===== src/rtl/odo_pkg.sv =====
`default_nettype none
// ============================================================================
//  Module      : odo_pkg
//  Description : Shared widths and lane-offset helpers for the Odo
//                substitution layer.
//  Revision    : 1.0 - initial release
// ============================================================================
package odo_pkg;

    localparam int SMALL_W     = 6;
    localparam int LARGE_W     = 10;
    localparam int N_SMALL     = 4;
    localparam int N_LARGE     = 4;
    localparam int ODO_WORDS   = 10;
    localparam int SMALL_BUS_W = SMALL_W * N_SMALL;
    localparam int LARGE_BUS_W = LARGE_W * N_LARGE;
    localparam int WORD_W      = SMALL_BUS_W + LARGE_BUS_W;
    localparam int IDX_W       = 4;

    // Bit offset of small lane k within a 64-bit state word.
    function automatic int small_lo(input int k);
        return k * SMALL_W;
    endfunction

    // Large lanes sit above the packed small lanes.
    function automatic int large_lo(input int k);
        return SMALL_BUS_W + k * LARGE_W;
    endfunction

endpackage
`default_nettype wire


===== src/rtl/odo_fwft_fifo.sv =====
`default_nettype none
// ============================================================================
//  Module      : odo_fwft_fifo
//  Description : First-word-fall-through FIFO; head entry is always on rd_data.
//  Revision    : 1.0 - initial release
// ============================================================================
module odo_fwft_fifo #(
    parameter int WIDTH = 8,
    parameter int DEPTH = 4,
    parameter int CNT_W = $clog2(DEPTH + 1)
) (
    input  logic             clk,
    input  logic             rst_n,
    input  logic             push,
    input  logic [WIDTH-1:0] wr_data,
    input  logic             pop,
    output logic [WIDTH-1:0] rd_data,
    output logic             full,
    output logic             empty,
    output logic [CNT_W-1:0] count
);

    localparam int c_PTR_W = (DEPTH > 1) ? $clog2(DEPTH) : 1;

    logic [WIDTH-1:0]   r_mem [DEPTH];
    logic [c_PTR_W-1:0] r_wr_ptr;
    logic [c_PTR_W-1:0] r_rd_ptr;
    logic [CNT_W-1:0]   r_count;
    logic               w_do_push;
    logic               w_do_pop;

    function automatic logic [c_PTR_W-1:0] ptr_next(input logic [c_PTR_W-1:0] p);
        return (p == c_PTR_W'(DEPTH - 1)) ? '0 : p + 1'b1;
    endfunction

    assign full    = (r_count == CNT_W'(DEPTH));
    assign empty   = (r_count == '0);
    assign count   = r_count;
    assign rd_data = r_mem[r_rd_ptr];

    // A push into a full FIFO is only taken when the head leaves the same cycle.
    assign w_do_pop  = pop & ~empty;
    assign w_do_push = push & (~full | w_do_pop);

    always_ff @(posedge clk or negedge rst_n) begin
        if (!rst_n) begin
            r_wr_ptr <= '0;
            r_rd_ptr <= '0;
            r_count  <= '0;
            for (int i = 0; i < DEPTH; i++) begin
                r_mem[i] <= '0;
            end
        end else begin
            if (w_do_push) begin
                r_mem[r_wr_ptr] <= wr_data;
                r_wr_ptr        <= ptr_next(r_wr_ptr);
            end
            if (w_do_pop) begin
                r_rd_ptr <= ptr_next(r_rd_ptr);
            end
            case ({w_do_push, w_do_pop})
                2'b10:   r_count <= r_count + 1'b1;
                2'b01:   r_count <= r_count - 1'b1;
                default: r_count <= r_count;
            endcase
        end
    end

endmodule
`default_nettype wire


===== src/rtl/odo_sbox_word_sched.sv =====
`default_nettype none
// ============================================================================
//  Module      : odo_sbox_word_sched
//  Description : Splits state words into S-box lanes, tracks results through
//                the fixed-latency S-boxes and buffers them in a credited FIFO.
//  Revision    : 1.0 - initial release
// ============================================================================
module odo_sbox_word_sched
    import odo_pkg::*;
#(
    parameter int SBOX_LAT   = 1,
    parameter int FIFO_DEPTH = 4,
    parameter int WORDS      = ODO_WORDS
) (
    input  logic                   clk,
    input  logic                   rst_n,
    input  logic                   in_valid,
    output logic                   in_ready,
    input  logic [WORD_W-1:0]      in_data,
    output logic [SMALL_BUS_W-1:0] sbox_small_in,
    input  logic [SMALL_BUS_W-1:0] sbox_small_out,
    output logic [LARGE_BUS_W-1:0] sbox_large_in,
    input  logic [LARGE_BUS_W-1:0] sbox_large_out,
    output logic                   out_valid,
    input  logic                   out_ready,
    output logic [WORD_W-1:0]      out_data,
    output logic [IDX_W-1:0]       out_idx,
    output logic                   out_last
);

    localparam int c_CNT_W   = $clog2(FIFO_DEPTH + 1);
    localparam int c_SUM_W   = $clog2(FIFO_DEPTH + SBOX_LAT + 2);
    localparam int c_ENTRY_W = WORD_W + IDX_W;

    logic [WORD_W-1:0]    r_in_data;
    logic [SBOX_LAT:0]    r_pipe_vld;
    logic [IDX_W-1:0]     r_pipe_idx [SBOX_LAT+1];
    logic [IDX_W-1:0]     r_idx;
    logic                 w_accept;
    logic [c_SUM_W-1:0]   w_inflight;
    logic [c_SUM_W-1:0]   w_used;
    logic [c_CNT_W-1:0]   w_fifo_count;
    logic                 w_fifo_full;
    logic                 w_fifo_empty;
    logic                 w_pop;
    logic [WORD_W-1:0]    w_word_out;
    logic [c_ENTRY_W-1:0] w_fifo_rd;

    // Credits come only from registers, so out_ready never reaches in_ready.
    always_comb begin
        w_inflight = '0;
        for (int i = 0; i <= SBOX_LAT; i++) begin
            w_inflight = w_inflight + c_SUM_W'(r_pipe_vld[i]);
        end
    end

    assign w_used   = c_SUM_W'(w_fifo_count) + w_inflight;
    assign in_ready = (w_used < c_SUM_W'(FIFO_DEPTH));
    assign w_accept = in_valid & in_ready;

    always_ff @(posedge clk or negedge rst_n) begin
        if (!rst_n) begin
            r_in_data <= '0;
        end else if (w_accept) begin
            r_in_data <= in_data;
        end
    end

    always_ff @(posedge clk or negedge rst_n) begin
        if (!rst_n) begin
            r_idx <= '0;
        end else if (w_accept) begin
            if (r_idx == IDX_W'(WORDS - 1)) begin
                r_idx <= '0;
            end else begin
                r_idx <= r_idx + 1'b1;
            end
        end
    end

    // Stage 0 of this pipe lines up with r_in_data; the tail lines up with
    // the registered S-box results.
    always_ff @(posedge clk or negedge rst_n) begin
        if (!rst_n) begin
            r_pipe_vld <= '0;
            for (int i = 0; i <= SBOX_LAT; i++) begin
                r_pipe_idx[i] <= '0;
            end
        end else begin
            r_pipe_vld    <= {r_pipe_vld[SBOX_LAT-1:0], w_accept};
            r_pipe_idx[0] <= r_idx;
            for (int i = 1; i <= SBOX_LAT; i++) begin
                r_pipe_idx[i] <= r_pipe_idx[i-1];
            end
        end
    end

    for (genvar k = 0; k < N_SMALL; k++) begin : g_small_lane
        assign sbox_small_in[k*SMALL_W +: SMALL_W]   = r_in_data[small_lo(k) +: SMALL_W];
        assign w_word_out[small_lo(k) +: SMALL_W]     = sbox_small_out[k*SMALL_W +: SMALL_W];
    end

    for (genvar k = 0; k < N_LARGE; k++) begin : g_large_lane
        assign sbox_large_in[k*LARGE_W +: LARGE_W]   = r_in_data[large_lo(k) +: LARGE_W];
        assign w_word_out[large_lo(k) +: LARGE_W]     = sbox_large_out[k*LARGE_W +: LARGE_W];
    end

    odo_fwft_fifo #(
        .WIDTH (c_ENTRY_W),
        .DEPTH (FIFO_DEPTH),
        .CNT_W (c_CNT_W)
    ) u_fifo (
        .clk     (clk),
        .rst_n   (rst_n),
        .push    (r_pipe_vld[SBOX_LAT]),
        .wr_data ({r_pipe_idx[SBOX_LAT], w_word_out}),
        .pop     (w_pop),
        .rd_data (w_fifo_rd),
        .full    (w_fifo_full),
        .empty   (w_fifo_empty),
        .count   (w_fifo_count)
    );

    assign out_valid = ~w_fifo_empty;
    assign w_pop     = out_valid & out_ready;
    assign out_data  = w_fifo_rd[WORD_W-1:0];
    assign out_idx   = w_fifo_rd[c_ENTRY_W-1 -: IDX_W];
    assign out_last  = (out_idx == IDX_W'(WORDS - 1));

    a_no_drop: assert property (@(posedge clk) disable iff (!rst_n)
        !(r_pipe_vld[SBOX_LAT] && w_fifo_full && !w_pop));

endmodule
`default_nettype wire


===== config.mk =====
export PLATFORM = sky130hd
export DESIGN_NAME = odo_sbox_word_sched
export DESIGN_NICKNAME = d
export VERILOG_FILES = /design/src/rtl/odo_pkg.sv /design/src/rtl/odo_fwft_fifo.sv /design/src/rtl/odo_sbox_word_sched.sv
export SDC_FILE = /design/constraint.sdc
export NUM_CORES = 1
export LEC_CHECK = 0
export ABC_AREA = 1
export CAP_MARGIN = 20
export CORE_MARGIN = 2
export CORE_UTILIZATION = 58
export DETAILED_ROUTE_END_ITERATION = 10
export MAX_ROUTING_LAYER = met4
export PLACE_DENSITY = 0.92
export SLEW_MARGIN = 20
export SYNTH_ARGS = -nofsm -noshare
export SYNTH_HDL_FRONTEND = slang
export SYNTH_HIERARCHICAL = 1
export SYNTH_SLANG_ARGS = --single-unit

===== constraint.sdc =====
create_clock -name clk -period 3.88 [get_ports clk]
set_input_delay 0.388 -clock clk [delete_from_list [all_inputs] [get_ports clk]]
set_output_delay 0.388 -clock clk [all_outputs]
set_load 0.02 [all_outputs]

# After elaboration in Yosys (flattened, before gate mapping)
# Index checks and enable logic that the tools add are counted.
# classes
n_reduce_logical	3
n_bitwise	9
eq_ne	7
magnitude_cmp	4
add_sub_neg	7
n_mux	10
# op_table
cell	count
bitwise mux 272 bit	1
two-way mux 68 bit	3
binary-select mux 68 bit (select 2 bit)	1
demux 68 bit (select 2 bit)	1
== test 4 bit, second input constant	2
== test 2 bit, second input constant	3
>= comparator 3 bit, second input constant	2
NOT 2 -> 3 bit	2
case mux 3 bit (2 select lines)	1
adder 2 x 1 -> 2 bit, second input constant	2
adder 4 x 1 -> 4 bit, second input constant	1
bitwise AND 1 bit	4
two-way mux 2 bit	2
two-way mux 4 bit	1
adder 3 x 1 -> 3 bit, second input constant	1
adder 3 x 2 -> 3 bit	1
== test 3 bit, second input constant	1
zero test 3 bit	1
less-than comparator 3 x 1 -> 1 bit, second input constant	1
less-than comparator 3 bit, second input constant	1
subtractor 3 x 1 -> 3 bit, second input constant	1
adder 1 x 1 -> 2 bit	1
== test 2 x 1 -> 1 bit, second input constant	1
NOT 1 bit	2
other kinds (3)	3
# totals
inputBits	132
ff_bits	357
wordCells	52
output_inout_bits	135

# Longest topological paths before layout
# Gate-level depths: netlist (run 1).
# logic_depth
depth_word	8
ltp_mapped	15
mapped_depth_nobuf	14

# Modules after synthesis
# The synthesis (run 1) kept the hierarchy.
# by_module_without_submodules
module	area_per_inst_um2	cells_per_inst	n_inst	seq_area_each_um2
odo_fwft_fifo	13715.7	1647	1	6981.7
odo_sbox_word_sched	3091.7	338	1	1951.9

# Worst setup path before layout (run 1)
# No wires, ideal clock.
# synth_path
path_type	register -> output
from	register u_fifo.r_rd_ptr[1]
to	output port out_last
arrival_ns	1.988
path_stages_with_launch	8
slack_ns	1.504
required_ns	3.492
n_path_buf	2
path_cell_list	dfrtp_1 -> inv_1 -> clkbuf_2 -> clkbuf_1 -> o21ai_0 -> o22ai_1 -> nand2_1 -> nor3_1
# synth_between
elab_chain_len	5
# synth_rtl
element	line_no	rtl
start, declared	odo_fwft_fifo.sv:27	logic [c_PTR_W-1:0] r_rd_ptr;
start signal, assigned	odo_fwft_fifo.sv:59	r_rd_ptr <= ptr_next(r_rd_ptr);
NOT 2 -> 3 bit (not written as such)	odo_fwft_fifo.sv:39	assign rd_data = r_mem[r_rd_ptr];
binary-select mux 68 bit (select 2 bit)	odo_fwft_fifo.sv:39	
two-way mux 68 bit (not written as such) (2 in a row)	odo_fwft_fifo.sv:39	
via out_idx[0]	odo_sbox_word_sched.sv:27	output logic [IDX_W-1:0] out_idx,
== test 4 bit	odo_sbox_word_sched.sv:128	assign out_last = (out_idx == IDX_W'(WORDS - 1));
end, declared	odo_sbox_word_sched.sv:28	output logic out_last
# The timed path passes the listed nets, and every way through them passes these cells. The select of a mux whose other input is x is not followed.

# Final worst setup path (run 1)
# layout_path
from	register u_fifo.r_rd_ptr[0]
to	output port out_data[0]
# layout_between
elab_chain_len	4
# layout_rtl
element	line_no	rtl
NOT 2 -> 3 bit (not written as such)	odo_fwft_fifo.sv:39	
binary-select mux 68 bit (select 2 bit)	odo_fwft_fifo.sv:39	
two-way mux 68 bit (not written as such) (2 in a row)	odo_fwft_fifo.sv:39	
end, declared	odo_sbox_word_sched.sv:26	output logic [WORD_W-1:0] out_data,
# No other way between the ends. The select of a mux whose other input is x is not followed.

==> reports/results.txt, run 1 <==
status - finished, violations left
violated checks - hold timing
# hold bufs at CTS - 0
area growth from synthesis to layout - 20.8%
peak supply drop - 654 uV
Crit path arrival time - 3.00 ns
Setup Fix Bufs, Post-CTS - 0
vias in the first global route - 15,800
HPWL Detailed - 27,400 um
Critical Path Source Type - flop
Req. time, crit path - 3.49 ns
setup ws final - 0.491 ns
port bufs - 266
Avg Vias per Cell - 6.19
Crit Path Max Fanout - 45
Slew headroom - 0.229
Slew Limit Fails - 0
Detail Route met3 WL - 4630 um
Tmin final - 3.39 ns
GRT overflow - 0
pre-CTS setup slack - 1.04 ns
met2 WL - 24,600 um
post-route insts no fill - 2,547
Rows - 62
H-tree depth - 2
R2R Setup Slk - 1.11 ns
cts bufs inserted - 39
CP max stage cell - clkdlybuf4s50_1
Setup Skew - 0.00827 ns
# IOs - 267
crit-path max cell delay - 0.65 ns
clk sinks - 357
Synth Instances - 1,984
TritonRoute pass-1 iters - 6
largest net degree at the start of global routing - 225
Peak Freq - 295 MHz
Die X - 174 um
Final nets - 2,273
max cap viols - 0
Crit. End Element - output port
first-pass GRT wire length - 79,400 um
layout cells sized above 1 - 0.0491
drt drc - 0
DR vias - 15,800
worst r2r path cells - 8
CTS tree - built
Setup Crit Path Kind - flop to output port
max layer used - met4
Synth warnings - 6
cell count after placement - 2,476
Clock power frac - 0.180
Chip Height - 174 um
total wire length - 48,700 um
Final ANT Viol Nets - 0
initial antenna violation count - 1
clk_lat worst skew - 0.51 ns
GRT Total Usage - 0.329
GP Congestion - 0.850
clock tree buffer depth - 3
combinational share of power - 0.485
routed length per instance - 19.1 um
die area - 30,300 sq um
period utilisation layout - 0.873
Int Power - 10.8 mW
core region area - 28,600 sq um
Mapped Area - 16,800 sq um
Buf+Inv Stages, Crit Path - 3
Final Hold Viols - 4
Avg Cell Area, Syn - 8.47 sq um
Worst-Margin Slew - 1.16 ns
initial drt markers - 1,906
clk root buf - clkbuf_16
Sum Neg Setup Slack - 0 ns
Lkg Pwr - 9.91 nW
Worst R2R End - r_in_data[9]
RSZ-0062 raised after global routing - false
worst hold path type - input pin to asynchronous set/reset pin
utilization after layout - 0.709
post-CTS resize count - 0
final setup vio count - 0
switching component of the power - 8.53 mW
initial cell density of the core - 0.587
clock slew at reported path FFs - 0.06 ns
Sequential Power Share - 0.334
Mapped Nets - 2,124
hold slack - -0.00333 ns
Critical R2R Launch - r_pipe_vld[1]
worst path cell trace - inv_4 -> buf_4 -> o21ai_0 -> o22ai_1 -> clkdlybuf4s50_1
PD cells - 954 nW/um^2
Metal-1 WL - 18,200 um
switching share of power - 0.440
CP delay by family, top - buffers and inverters
==> flip-flops by register name, summed over array words and instances, names as in the netlist <==
register / count
r_in_data: 64
u_fifo/r_wr_ptr: 2
u_fifo/count: 3
u_fifo/r_mem: 272
r_pipe_idx: 8
r_pipe_vld: 2
r_idx: 4
u_fifo/r_rd_ptr: 2
==> stage by stage <==
stage | power (mW) | area (sq um) | hold WS [ns]
after floorplan | 12.2 | 16800 | 0.0924
after global placement | 15.4 | 19100 | 0.333
after detailed placement | 15.7 | 19100 | 0.335
after CTS | 19.3 | 20300 | 0.0385
after global routing | 20.5 | 20300 | 0.0845
final | 19.4 | 20300 | -0.00333
==> layer usage <==
metal	GRT usage	vias to the layer above
met5	-	-
met4	0.120	0
met3	0.0698	118
met2	0.539	928
met1	0.405	7671
li1	-	7045
==> placed cells by master (no fill, tap or decap), types with 10 or more instances in the layout <==
master	instances
nand2_1	703
dfrtp_1	354
nand4_1	273
clkdlybuf4s50_1	264
nor2_1	140
o21ai_0	138
nand3_1	72
o22ai_1	68
clkbuf_16	41
buf_4	22
inv_1	18
clkbuf_1	11
clkinv_2	10
==> final cells by class <==
class | count | area (sq um)
clock inverters | 11 | 58.8
inverters | 20 | 77.6
well taps | 384 | 480
flip-flops and latches | 357 | 8940
diodes | 2 | 5.00
clock buffers | 58 | 1150
multi-input cells | 1421 | 6650
repair buffers | 294 | 2940
fillers | 2075 | 8330
==> power groups by stage <==
| stage | combinational, mW | clock [mW] | sequential [mW] |
|---|---|---|---|
| 2_1_floorplan | 5.73 | 0 | 6.48 |
| 3_3_place_gp | 8.99 | 0 | 6.36 |
| 3_5_place_dp | 9.26 | 0 | 6.44 |
| 4_1_cts | 9.33 | 3.54 | 6.42 |
| 5_1_grt | 10.2 | 3.71 | 6.65 |
| 6_report | 9.41 | 3.50 | 6.47 |
==> how the worst max path moves through the flow <==
stage	start	endpoint	slack (ns)	cells past startpoint
2_1_floorplan	u_fifo/r_rd_ptr[1]	out_last	1.50	7
3_3_place_gp	u_fifo/r_rd_ptr[0]	out_data[0]	1.08	5
3_5_place_dp	u_fifo/r_rd_ptr[0]	out_data[50]	1.04	5
4_1_cts	u_fifo/r_rd_ptr[0]	out_data[50]	0.49	5
5_1_grt	u_fifo/r_rd_ptr[0]	out_data[50]	0.36	5
6_report	u_fifo/r_rd_ptr[0]	out_data[0]	0.49	5
(Power assumes the default switching activity.)
==> inputs of run 2 (changes only) <==
--- a/config.mk
+++ b/config.mk
@@ -9,9 +9,10 @@
 export CAP_MARGIN = 20
 export CORE_MARGIN = 2
 export CORE_UTILIZATION = 58
+export CTS_CLUSTER_DIAMETER = 200
 export DETAILED_ROUTE_END_ITERATION = 10
 export MAX_ROUTING_LAYER = met4
-export PLACE_DENSITY = 0.92
+export PLACE_DENSITY_LB_ADDON = 0.08
 export SLEW_MARGIN = 20
 export SYNTH_ARGS = -nofsm -noshare
 export SYNTH_HDL_FRONTEND = slang
==> run 2 against run 1 <==
  * Sequential power about the same
  * Clock power up 8.0%
  * Die area unchanged
  * First-iteration DRC count down 5.2%
  * Design area up 0.49%
  * The flow now finishes without violations
  * Critical path depth down 1
  * Highest routed layer unchanged
  * Largest cell class unchanged
  * Via count down 3.5%
==> reports/results.txt, run 2 (synthesis results as in run 1) <==
met2 WL - 23,200 um
setup ws final - 0.263 ns
Tmin final - 3.62 ns
Setup Crit Path Kind - flop to output port
worst r2r path cells - 13
WHS Path Cells - 0
Setup Skew - 0.0126 ns
initial cell density of the core - 0.587
GRT Total Usage - 0.327
vias in the first global route - 14,800
pre-CTS setup slack - 0.862 ns
Final Power - 19.6 mW
final setup vio count - 0
Largest register FFs - 272
Critical Path Source Type - flop
Chip Height - 174 um
Crit Path Max Fanout - 63
Final ANT Viol Nets - 0
Die X - 174 um
Peak Freq - 276 MHz
layout cells sized above 1 - 0.0487
GRT overflow - 0
Final nets - 2,273
initial antenna violation count - 3
hold wc startpoint - r_pipe_idx[5]
routed length per instance - 19.1 um
PD cells - 960 nW/um^2
clk root buf - clkbuf_16
clk_lat worst skew - 0.53 ns
Worst R2R End - u_fifo/count[2]
area growth from synthesis to layout - 21.4%
Slew Limit Fails - 0
DR vias - 15,200
first-pass GRT wire length - 78,100 um
port bufs - 266
Sum Neg Setup Slack - 0 ns
Slew headroom - 0.329
max layer used - met4
commonest non-fill, non-tap cell in the layout - nand2_1
Metal-1 WL - 19,600 um
drt drc - 0
GP Congestion - 0.781
utilization after layout - 0.713
Avg Vias per Cell - 5.97
worst hold path type - flop to flop
Crit path arrival time - 3.23 ns
# IOs - 267
R2R Setup Slk - 1.09 ns
Worst Hold End - r_pipe_idx[1]
H-tree depth - 2
Largest regs - u_fifo/r_mem: 272 flops, r_in_data: 64 flops, r_pipe_idx: 8 flops
Lkg Pwr - 9.95 nW
Setup Fix Bufs, Post-CTS - 0
initial drt markers - 1,806
TritonRoute pass-1 iters - 6
cts bufs inserted - 39
post-CTS resize count - 0
RSZ-0062 raised after global routing - false
CTS tree - built
clock tree buffer depth - 3
largest net degree at the start of global routing - 154
Worst-Margin Slew - 1.01 ns
most frequent cells in the layout - 703 x nand2_1, 354 x dfrtp_1, 273 x nand4_1
total wire length - 48,600 um
HPWL Detailed - 26,000 um
clk sinks - 357
clock slew at reported path FFs - 0.06 ns
die area - 30,300 sq um
period utilisation layout - 0.932
core region area - 28,600 sq um
peak supply drop - 478 uV
Final Hold Viols - 0
max cap viols - 0
Req. time, crit path - 3.49 ns
Rows - 62
Biggest register - u_fifo/r_mem
Critical R2R Launch - u_fifo/count[1]
Crit. End Element - output port
status - finished clean
Detail Route met3 WL - 4450 um
==> run 2: cell types whose count changed in the layout (fill, tap and decap cells not counted), moves of 2 or more <==
cell	previous run	this run
clkbuf_8	6	10
clkinv_2	10	2
clkbuf_1	11	9
bufinv_16	0	3
==> run 2: metal layers <==
layer / vias up / GRT usage
li1: 7034 / -
met1: 7337 / 0.432
met2: 733 / 0.509
met3: 102 / 0.0680
met4: 0 / 0.107
met5: - / -
==> run 2: critical path, cell delays in order, from the launching register on <==
cell             delay (ns)
dfrtp_4                0.89
buf_4                  0.49
o21ai_0                0.15
o22ai_1                0.44
clkdlybuf4s50_1        0.69
==> run 2: layout make-up <==
type	count	area (sq um)
Sequential cell	357	8940
Fill cell	2251	8230
Multi-Input combinational cell	1421	6650
Timing Repair Buffer	294	2940
Clock buffer	60	1200
Tap cell	384	480
Clock inverter	6	109
Inverter	20	77.6
Antenna cell	3	7.51
==> run 2: worst max path at each step <==
stage / start / to / slack (ns) / cells past startpoint
2_1_floorplan: u_fifo/r_rd_ptr[1] / out_last / 1.50 / 7
3_3_place_gp: u_fifo/r_rd_ptr[0] / out_idx[1] / 0.86 / 4
3_5_place_dp: u_fifo/r_rd_ptr[0] / out_idx[1] / 0.86 / 4
4_1_cts: u_fifo/r_rd_ptr[0] / out_idx[1] / 0.32 / 4
5_1_grt: u_fifo/r_rd_ptr[0] / out_data[16] / 0.13 / 5
6_report: u_fifo/r_rd_ptr[0] / out_idx[1] / 0.26 / 4
==> run 2: through the flow <==
step	hold slack (ns)	cell area (sq um)	std cells
after floorplan	0.0924	16800	1984
after global placement	0.333	19100	2475
after detailed placement	0.337	19100	2475
after CTS	0.351	20400	2542
after global routing	0.356	20400	2545
final	0.348	20400	2545
==> run 2: repair_timing <==
item                                   4_1_cts  5_1_grt
setup endpoints to repair                    0        0
endpoints found under the hold margin       68        0
hold buffers                                 1        0
==> run 2: where the power goes <==
group | switching [mW] | internal [mW]
sequential | 1.07 | 5.37
combinational | 5.92 | 3.43
clock | 1.46 | 2.31
total | 8.46 | 11.1
==> inputs of run 3 (changes only) <==
--- a/config.mk
+++ b/config.mk
@@ -8,11 +8,12 @@
 export ABC_AREA = 1
 export CAP_MARGIN = 20
 export CORE_MARGIN = 2
-export CORE_UTILIZATION = 58
+export CORE_UTILIZATION = 60
+export CTS_BUF_LIST = sky130_fd_sc_hd__clkbuf_4 sky130_fd_sc_hd__clkbuf_8
 export CTS_CLUSTER_DIAMETER = 200
 export DETAILED_ROUTE_END_ITERATION = 10
 export MAX_ROUTING_LAYER = met4
-export PLACE_DENSITY_LB_ADDON = 0.08
+export PLACE_DENSITY = 0.85
 export SLEW_MARGIN = 20
 export SYNTH_ARGS = -nofsm -noshare
 export SYNTH_HDL_FRONTEND = slang
==> run 3 against run 2 <==
  * Sequential cell count is the same
  * Largest cell class unchanged
  * Design area grew 0.24%
  * Highest routed layer unchanged
  * First-iteration DRC count shrank 0.28%
  * Critical path type unchanged
==> reports/results.txt, run 3 (synthesis results as in run 1) <==
status - finished clean
clk_lat worst skew - 0.60 ns
Sum Neg Setup Slack - 0 ns
GRT Total Usage - 0.338
Peak Freq - 277 MHz
HPWL Detailed - 26,700 um
Tmin final - 3.61 ns
worst path cell trace - inv_4 -> buf_12 -> o21ai_0 -> o22ai_1 -> clkdlybuf4s50_1
crit-path max cell delay - 0.70 ns
CP max stage cell - dfrtp_4
Crit. End Element - output port
core region area - 27,700 sq um
worst hold path type - input pin to flop
port bufs - 266
Slew Limit Fails - 0
Setup Skew - 0.0267 ns
Placed Area - 19,100 sq um
Setup Fix Bufs, Post-CTS - 0
PD cells - 953 nW/um^2
initial cell density of the core - 0.607
clock tree buffer depth - 3
initial drt markers - 1,801
clock slew at reported path FFs - 0.06 ns
Rows - 61
Lkg Pwr - 10.0 nW
layout cells sized above 1 - 0.0709
Worst-Margin Slew - 1.11 ns
area growth from synthesis to layout - 21.7%
GP Congestion - 0.826
Slew headroom - 0.258
TritonRoute pass-1 iters - 6
initial antenna violation count - 2
post-CTS resize count - 0
Crit path arrival time - 3.22 ns
Biggest register - u_fifo/r_mem
H-tree depth - 2
cts bufs inserted - 58
Design Area, Final - 20,400 sq um
Final ANT Viol Nets - 0
Setup Crit Path Kind - flop to output port
clk root buf - clkbuf_8
# hold bufs at CTS - 1
Largest register FFs - 272
GRT overflow - 0
Final nets - 2,294
Chip Height - 171 um
Largest regs - u_fifo/r_mem: 272 flops, r_in_data: 64 flops, r_pipe_idx: 8 flops
DR vias - 15,700
Final Hold Viols - 0
Req. time, crit path - 3.49 ns
most frequent cells in the layout - 703 x nand2_1, 354 x dfrtp_1, 273 x nand4_1
peak supply drop - 711 uV
die area - 29,400 sq um
vias in the first global route - 15,200
# IOs - 267
routed length per instance - 18.9 um
drt drc - 0
period utilisation layout - 0.930
max cap viols - 0
Die X - 171 um
first-pass GRT wire length - 77,400 um
clk sinks - 357
total wire length - 48,700 um
CTS tree - built
largest net degree at the start of global routing - 163
commonest non-fill, non-tap cell in the layout - nand2_1
final setup vio count - 0
RSZ-0062 raised after global routing - false
Crit Path Max Fanout - 76
Critical Path Source Type - flop
Avg Vias per Cell - 6.08
[run 3: changes by cell type in the layout (fill, tap and decap cells not counted), sizes merged]
cell,previous run,this run
clkbuf,60,101
bufinv,3,1
clkinvlp,0,1
buf,29,31
diode,3,2
[run 3: worst max-delay path: cells and delay by family, from the launching register on]
family	cells	cell delay, ns
AO/OA/AOI/OAI	2	0.46
buffers and inverters	3	1.37
flip-flops	1	0.70
[run 3: worst paths after layout]
check / from / to / slack (ns) / cells after the start
worst max-delay path: u_fifo/r_rd_ptr[0] / out_data[6] / 0.27 / 5
worst min-delay path: in_data[4] / r_in_data[4] / 0.34 / 3
worst max register to register: r_pipe_vld[1] / u_fifo/r_mem[105] / 0.84 / 4
worst min register to register: r_pipe_idx[4] / r_pipe_idx[0] / 0.35 / 0
max in group asynchronous: rst_n / u_fifo/r_mem[234] / 2.27 / 3
min in group asynchronous: rst_n / u_fifo/r_mem[122] / 0.54 / 2
[run 3: final cells by class]
type	count	area (sq um)
multi-input combinational	1421	6650
clock buffer	101	1280
clock inverter	5	52.6
sequential	357	8940
inverter	20	77.6
fill	2026	7260
antenna	2	5.00
tap	378	473
timing repair buffer	296	2970
[run 3: metrics by stage]
stage	setup slack, ns	power [mW]	utilization	hold slack (ns)	instances
final	0.271	19.5	0.738	0.344	2580
after global routing	0.228	20.6	0.738	0.356	2580
after CTS	0.319	19.4	0.737	0.327	2577
after detailed placement	0.860	15.7	0.688	0.337	2470
after global placement	1.02	15.4	0.688	0.334	2470
after floorplan	1.50	12.2	-	0.0924	1984
[run 3: power by group]
group / switching (mW) / internal [mW]
combinational: 5.96 / 3.45
sequential: 1.09 / 5.37
clock: 1.49 / 2.12
total: 8.54 / 10.9
[run 3: per-layer routing]
metal	track usage	vias to the layer above	part of all wire
li1	-	7094	-
met1	0.436	7613	0.40
met2	0.538	852	0.49
met3	0.0635	121	0.091
met4	0.124	0	0.026
met5	-	-	0
